==> src/rtl/slc3_pkg.sv <==
// Shared SLC-3 definitions: fetch state encoding, PC source selects and
// small sizing helpers used by the control sequencer and the datapath.
package slc3_pkg;

  // Control states; the encoding is visible on the debug LEDs.
  typedef enum logic [3:0] {
    HALTED = 4'd0,
    S_18   = 4'd1,
    S_33   = 4'd2,
    S_35   = 4'd3,
    PAUSE  = 4'd4
  } fetch_state_t;

  // PC source selects for the datapath PC mux.
  localparam logic [1:0] PC_PLUS1 = 2'b00;
  localparam logic [1:0] PC_BUS   = 2'b01;
  localparam logic [1:0] PC_ADDER = 2'b10;

  // Width of a counter that must hold the values 0..mem_wait.
  function automatic int wait_cnt_width(input int mem_wait);
    return $clog2(mem_wait + 1);
  endfunction

endpackage

==> src/rtl/edge_detect.sv <==
// Rising-edge detector for an already-synchronised level input.
// The pulse is high for the one cycle in which the level is 1 and the
// previously sampled level was 0, so a held button yields one pulse.
module edge_detect (
  input  logic Clk,
  input  logic Reset,
  input  logic level,
  output logic rise
);

  logic prev_q;

  // Remember last cycle's level; cleared by the synchronous reset.
  always_ff @(posedge Clk) begin
    // NOTE: sequential state uses non-blocking assignments so every register
    // samples pre-edge values, regardless of block ordering.
    if (!Reset) prev_q <= 1'b0;
    else        prev_q <= level;
  end

  assign rise = level & ~prev_q;

endmodule

==> src/rtl/fetch_ctrl.sv <==
// Fetch-only SLC-3 control sequencer. Walks MAR<-PC / PC<-PC+1 (S_18),
// MDR<-M[MAR] with a stretched SRAM read (S_33), IR<-MDR (S_35), then
// parks in PAUSE until the operator presses Continue. Outputs decode only
// from the state register and the wait counter; the button edges affect
// the next state alone.
module fetch_ctrl
  import slc3_pkg::*;
#(
  parameter int MEM_WAIT = 2  // cycles Mem_OE is held low per read, 1..15
) (
  input  logic        Clk,
  input  logic        Reset,
  input  logic        Run,
  input  logic        Continue,
  output logic        LD_MAR,
  output logic        LD_PC,
  output logic        LD_MDR,
  output logic        LD_IR,
  output logic        GatePC,
  output logic        GateMDR,
  output logic [1:0]  PCMUX,
  output logic        Mem_OE,
  output logic        Mem_WE,
  output logic [3:0]  state_o,
  output logic [15:0] fetch_count
);

  localparam int              CW        = wait_cnt_width(MEM_WAIT);
  localparam logic [CW-1:0]   WAIT_LAST = CW'(MEM_WAIT - 1);

  fetch_state_t  state_q, state_d;
  logic [CW-1:0] wait_q, wait_d;
  logic [15:0]   fetch_cnt_q;
  logic          run_rise, cont_rise;

  edge_detect u_run_edge (
    .Clk   (Clk),
    .Reset (Reset),
    .level (Run),
    .rise  (run_rise)
  );

  edge_detect u_cont_edge (
    .Clk   (Clk),
    .Reset (Reset),
    .level (Continue),
    .rise  (cont_rise)
  );

  // State, wait counter and completed-fetch counter registers.
  always_ff @(posedge Clk) begin
    // NOTE: reset is sampled on the clock edge only; an aborted fetch leaves
    // no trace because every register returns to its reset value together.
    if (!Reset) begin
      state_q     <= HALTED;
      wait_q      <= '0;
      fetch_cnt_q <= 16'h0000;
    end else begin
      state_q <= state_d;
      wait_q  <= wait_d;
      if (state_q == S_35) fetch_cnt_q <= fetch_cnt_q + 16'd1;
    end
  end

  // Next-state and wait-counter logic; button edges outside their own
  // waiting state are simply not looked at, so they are dropped.
  always_comb begin
    // NOTE: defaults first so every path assigns every signal and no latch
    // is inferred.
    state_d = state_q;
    wait_d  = '0;
    unique case (state_q)
      HALTED: if (run_rise) state_d = S_18;
      S_18:   state_d = S_33;
      S_33: begin
        if (wait_q == WAIT_LAST) state_d = S_35;
        else                     wait_d  = wait_q + 1'b1;
      end
      S_35:   state_d = PAUSE;
      PAUSE:  if (cont_rise) state_d = S_18;
      default: state_d = HALTED;
    endcase
  end

  // Strobe decode from the registered state and wait counter.
  always_comb begin
    LD_MAR  = 1'b0;
    LD_PC   = 1'b0;
    LD_MDR  = 1'b0;
    LD_IR   = 1'b0;
    GatePC  = 1'b0;
    GateMDR = 1'b0;
    Mem_OE  = 1'b1;
    unique case (state_q)
      S_18: begin
        GatePC = 1'b1;
        LD_MAR = 1'b1;
        LD_PC  = 1'b1;
      end
      S_33: begin
        Mem_OE = 1'b0;
        LD_MDR = (wait_q == WAIT_LAST);
      end
      S_35: begin
        GateMDR = 1'b1;
        LD_IR   = 1'b1;
      end
      default: ;
    endcase
  end

  assign PCMUX       = PC_PLUS1;
  assign Mem_WE      = 1'b1;
  assign state_o     = state_q;
  assign fetch_count = fetch_cnt_q;

endmodule
==> config.mk <==
export PLATFORM = sky130hd
export DESIGN_NAME = fetch_ctrl
export DESIGN_NICKNAME = d
export VERILOG_FILES = /design/src/rtl/slc3_pkg.sv /design/src/rtl/edge_detect.sv /design/src/rtl/fetch_ctrl.sv
export SDC_FILE = /design/constraint.sdc
export NUM_CORES = 1
export LEC_CHECK = 0
export ABC_AREA = 1
export BUFFER_PORTS_ARGS = -buffer_cell sky130_fd_sc_hd__buf_2
export CAP_MARGIN = 20
export CELL_PAD_IN_SITES_DETAIL_PLACEMENT = 2
export CELL_PAD_IN_SITES_GLOBAL_PLACEMENT = 2
export CORE_AREA = 2 2 68 70
export DETAILED_ROUTE_END_ITERATION = 8
export DIE_AREA = 0 0 70 72
export GPL_ROUTABILITY_DRIVEN = 0
export PLACE_DENSITY_LB_ADDON = 0.15
export RECOVER_POWER = 25
export SLEW_MARGIN = 20
export SYNTH_ARGS = -nofsm -noshare
export SYNTH_HDL_FRONTEND = slang
export SYNTH_SLANG_ARGS = --single-unit
==> constraint.sdc <==
create_clock -name Clk -period 2 [get_ports Clk]
set_input_delay 0.2 -clock Clk [delete_from_list [all_inputs] [get_ports Clk]]
set_output_delay 0.2 -clock Clk [all_outputs]
set_load 0.01 [all_outputs]
# After elaboration in Yosys (flattened, before gate mapping)
# Index checks and enable logic that the tools add are counted.
[classes]
add_sub_neg = 2
eq_ne = 8
muxes = 8
bitwise = 6
n_reduce_logical = 3
[ops]
columns = ["cell", "count"]
rows = [
  ["4-bit one-hot mux with 5 select lines", 1],
  ["16-bit by 1-bit adder with 16-bit output, second input constant", 1],
  ["4-bit two-way mux", 3],
  ["4-bit by 2-bit equality test with 1-bit output, second input constant", 2],
  ["2-bit != test, second input constant", 3],
  ["4-bit by 1-bit equality test with 1-bit output, second input constant", 1],
  ["4-bit by 3-bit equality test with 1-bit output, second input constant", 1],
  ["4-bit zero test", 1],
  ["1-bit two-way mux", 4],
  ["1-bit inverter", 4],
  ["3-bit AND reduction", 1],
  ["3-bit OR reduction", 1],
  ["2-bit by 1-bit adder with 2-bit output, second input constant", 1],
  ["1-bit bitwise AND", 2],
  ["2-bit by 1-bit equality test with 1-bit output, second input constant", 1],
]
[totals]
regBits = 24

# Longest topological paths before layout
[logic_depth]
depth_word = 4
depth_mapped = 8

# By module
# Synthesis repeated with hierarchy kept, for this count alone.
[unflattened]
hier_cells = 173
area_unflattened_um2 = 1178.6
[by_module_without_submodules]
columns = ["mod", "instances", "cells_each", "area_each_um2", "seq_area_each_um2"]
rows = [
  ["fetch_ctrl", 1, 163, 1103.6, 420.4],
  ["edge_detect", 2, 5, 37.5, 20.0],
]

# Worst setup path after synthesis
# OpenSTA, ideal clock, no wires.
[synth_path]
kind = "reg-to-output"
start = "register state_q[1] (netlist: state_o[1])"
end = "output LD_MDR"
arrival_time_ns = 1.108
required_ns = 1.800
setup_slack_ns = 0.692
path_stages_with_launch = 5
n_path_buf = 0
cell_sequence = "dfxtp_1 -> inv_1 -> nor3_1 -> inv_1 -> nor2_1"
[synth_between]
elab_chain_len = 2
[synth_lines]
columns = ["element", "line_no", "text"]
rows = [
  ["start, declared", "fetch_ctrl.sv:31", "fetch_state_t state_q, state_d;"],
  ["start signal, assigned", "fetch_ctrl.sv:59", "state_q <= state_d;"],
  ["4-bit by 2-bit equality test with 1-bit output", "fetch_ctrl.sv:94", "unique case (state_q)"],
  ["1-bit two-way mux", "fetch_ctrl.sv:94", ""],
  ["end, declared", "fetch_ctrl.sv:17", "output logic LD_MDR,"],
]
# No other way between the ends.

# Final worst setup path
# Same ends and word-level chain as after synthesis.

==> flow_summary.yaml <==
status:
  status: "complete, no violations"
critical_path:
  crit_path_max_fanout: 6
  crit_type: "reg2out"
  path_cells: "inv_1, nor3_1, inv_1, nor2_1, buf_2"
  critPathSlowestCell: "dfxtp_1"
  cp_common_cell: "inv_1"
  arrival_ns: 1.54
  max_stage_delay_ns: 0.45
  cp-end-kind: "output port"
  cp.required_ns: 1.80
  critPathLaunchType: "flip-flop"
timing:
  timing.final.crit_share_pct: 87.15
  slew_headroom_pct: 39.75
  hold_slack_ns: 0.1279
  max_freq_mhz: 573.7
  tightest_slew_ns: 0.9037
  period_minus_slack_ns: 1.743
  final.setup_skew_ns: 0.001200
  hold_viol_final: 0
  fin_tns_setup_ns: 0
  slew_violations: 0
  setup_violations: 0
  rsz0062_at_grt: "false"
synthesis:
  yosys-top-cells-area: "dfxtp_1 (40%), nand2_1 (12%), inv_1 (9.7%), nor2_1 (9.1%), o21ai_0 (4.7%)"
  ys_types: 20
  ys_seq_area_share_pct: 39.70
  yosysMostFrequentCell: "nand2_1"
  async_flop_share_pct: 0
  yosys_warnings: 0
  yosys-top-cells-count: "nand2_1 (37), inv_1 (30), nor2_1 (28)"
  ys_ff_latch: 23
  synth_cells: 174
  synthFlopType: "dfxtp_1"
  syn_avg_cell_area_um2: 6.666
  synth_area_um2: 1160
  synth_enable_flop_cells: 0
  yosysTopAreaCell: "dfxtp_1"
  yosysTopAreaCellShare_pct: 39.70
routing:
  postRouteAntennaNets: 0
  dr.pass1.iters: 3
  drt-initial-drc-count: 26
  drt_drc_violations_left: 0
  via_per_inst: 4.544
  vias: 1145
  wire_per_inst_um: 13.07
  wl_mm: 3.293
clock_tree:
  root_buffer: "clkbuf_8"
  clock_path_buffers: 2
  clk_latency_ns: 0.27
  ctsResizeCount: 0
  cts_tree: "done"
  clkTransAtPathRegs_ns: 0.09
  cts.sinks: 23
  cts_setup_buffers: 0
  ctsHoldBuffers: 0
  cts_inserted_buffers: 3
  htreeDepth: 1
floorplanning:
  boundaryPins: 34
  die_h_um: 72
  die_width_um: 70
  core_um2: 4264
  design.die.area_um2: 5040
  initial_core_util_pct: 27.20
  rows: 24
cells_and_area:
  syn2layout_area_growth_pct: 15.97
  num_antenna_cells: 0
  n_fill_cell: 547
  drive_gt1_share_pct: 13.50
  multi_input_area_um2: 530.5
  regArea_um2: 460.4
  nets: 207
pwr:
  p_leak_nw: 0.5798
  peakVddDrop_uv: 297.8
  cellPowerDensity_nw_per_um2: 824.6
  total_power_w: 0.001109
grt:
  grt_max_degree: 21
  grt_pass1_vias: 1254
  grt_overflow: 0
  grt_antenna_before_repair: 0
  grt_pass1_wl_mm: 5.761
  grt_use_total_pct: 14.26
place:
  port_buffers: 29
  hpwl_mm: 2.621
min_path:
  hold_class: "in2reg"
run:
  cap_violations: 0
placed cells by master (no fill, tap or decap):
cell	instances
clkbuf_1	12
o21a_1	1
nand2_1	37
ha_1	2
nor2_2	3
nand2_2	1
inv_1	30
o21ai_0	11
o211ai_1	3
nor2_1	28
a21oi_1	9
nand3_2	1
nor2_4	1
clkbuf_8	3
nand4_1	4
nand3_1	7
dfxtp_1	23
nor3_1	2
buf_2	18
conb_1	4
power by group:
group	switching [W]	internal, W	total [W]
sequential	0.0000465	0.000492	0.000538
clock	0.000157	0.000142	0.000299
combinational	0.000171	0.000100	0.000271
total	0.000374	0.000735	0.00111
flip-flops by register name (all words and copies together), names as in the netlist:
register and count:
u_cont_edge.prev_q 1, state_o 3, fetch_count 16, wait_q 2
u_run_edge.prev_q 1
metrics by stage:
stage,std cells,util (%),cell area (um2),setup WS (ns)
2_1_floorplan,176,-,1167,0.6922
3_3_place_gp,248,30.81,1314,0.5893
3_5_place_dp,248,30.81,1314,0.5128
4_1_cts,252,31.87,1359,0.1982
5_1_grt,252,31.54,1345,0.04826
6_report,252,31.54,1345,0.2569
worst paths after layout:
kind                        from           endpoint  slack (ns)  depth (start not counted)
hold reg to reg        wait_q[0]          wait_q[0]        0.43                          1
hold / removal               Run  u_run_edge.prev_q        0.13                          3
setup / recovery      state_o[1]             LD_MDR        0.26                          5
setup reg to reg  fetch_count[1]    fetch_count[12]        0.57                          7
worst max-delay path: cells and delay by family, from the launching register on:
family,cells,cell delay (ns)
simple gates,2,0.48
flops,1,0.45
buf+inv,3,0.35
area by class of cell:
type	count	area share (%)
Multi-Input combinational cell	114	39.44
Clock buffer	4	3.349
Inverter	30	8.372
Timing Repair Buffer	29	9.767
Tap cell	52	4.837
Sequential cell	23	34.23
logic make-up (layout without fill, tap and decap cells):
logic type               count (synthesis)  count (layout)  share of synthesized area (%)
buffers and inverters                   39              63                          15.21
flip-flops                              23              23                          39.70
other                                    2               4                         0.6475
AO/OA/AOI/OAI                           24              24                          11.22
AND/OR/NAND/NOR                         84              84                          31.07
adder cells (fa/ha/maj)                  2               2                          2.157
routing by layer:
layer / up-vias / GRT usage, % / wire [um]
met5: - / 0 / 0
met3: 6 / 1.944 / 94
met4: 0 / 4.487 / 46
met2: 18 / 27.94 / 1760
met1: 542 / 15.92 / 1391
li1: 579 / - / -
No activity file was read; power rests on OpenSTA's default activity.
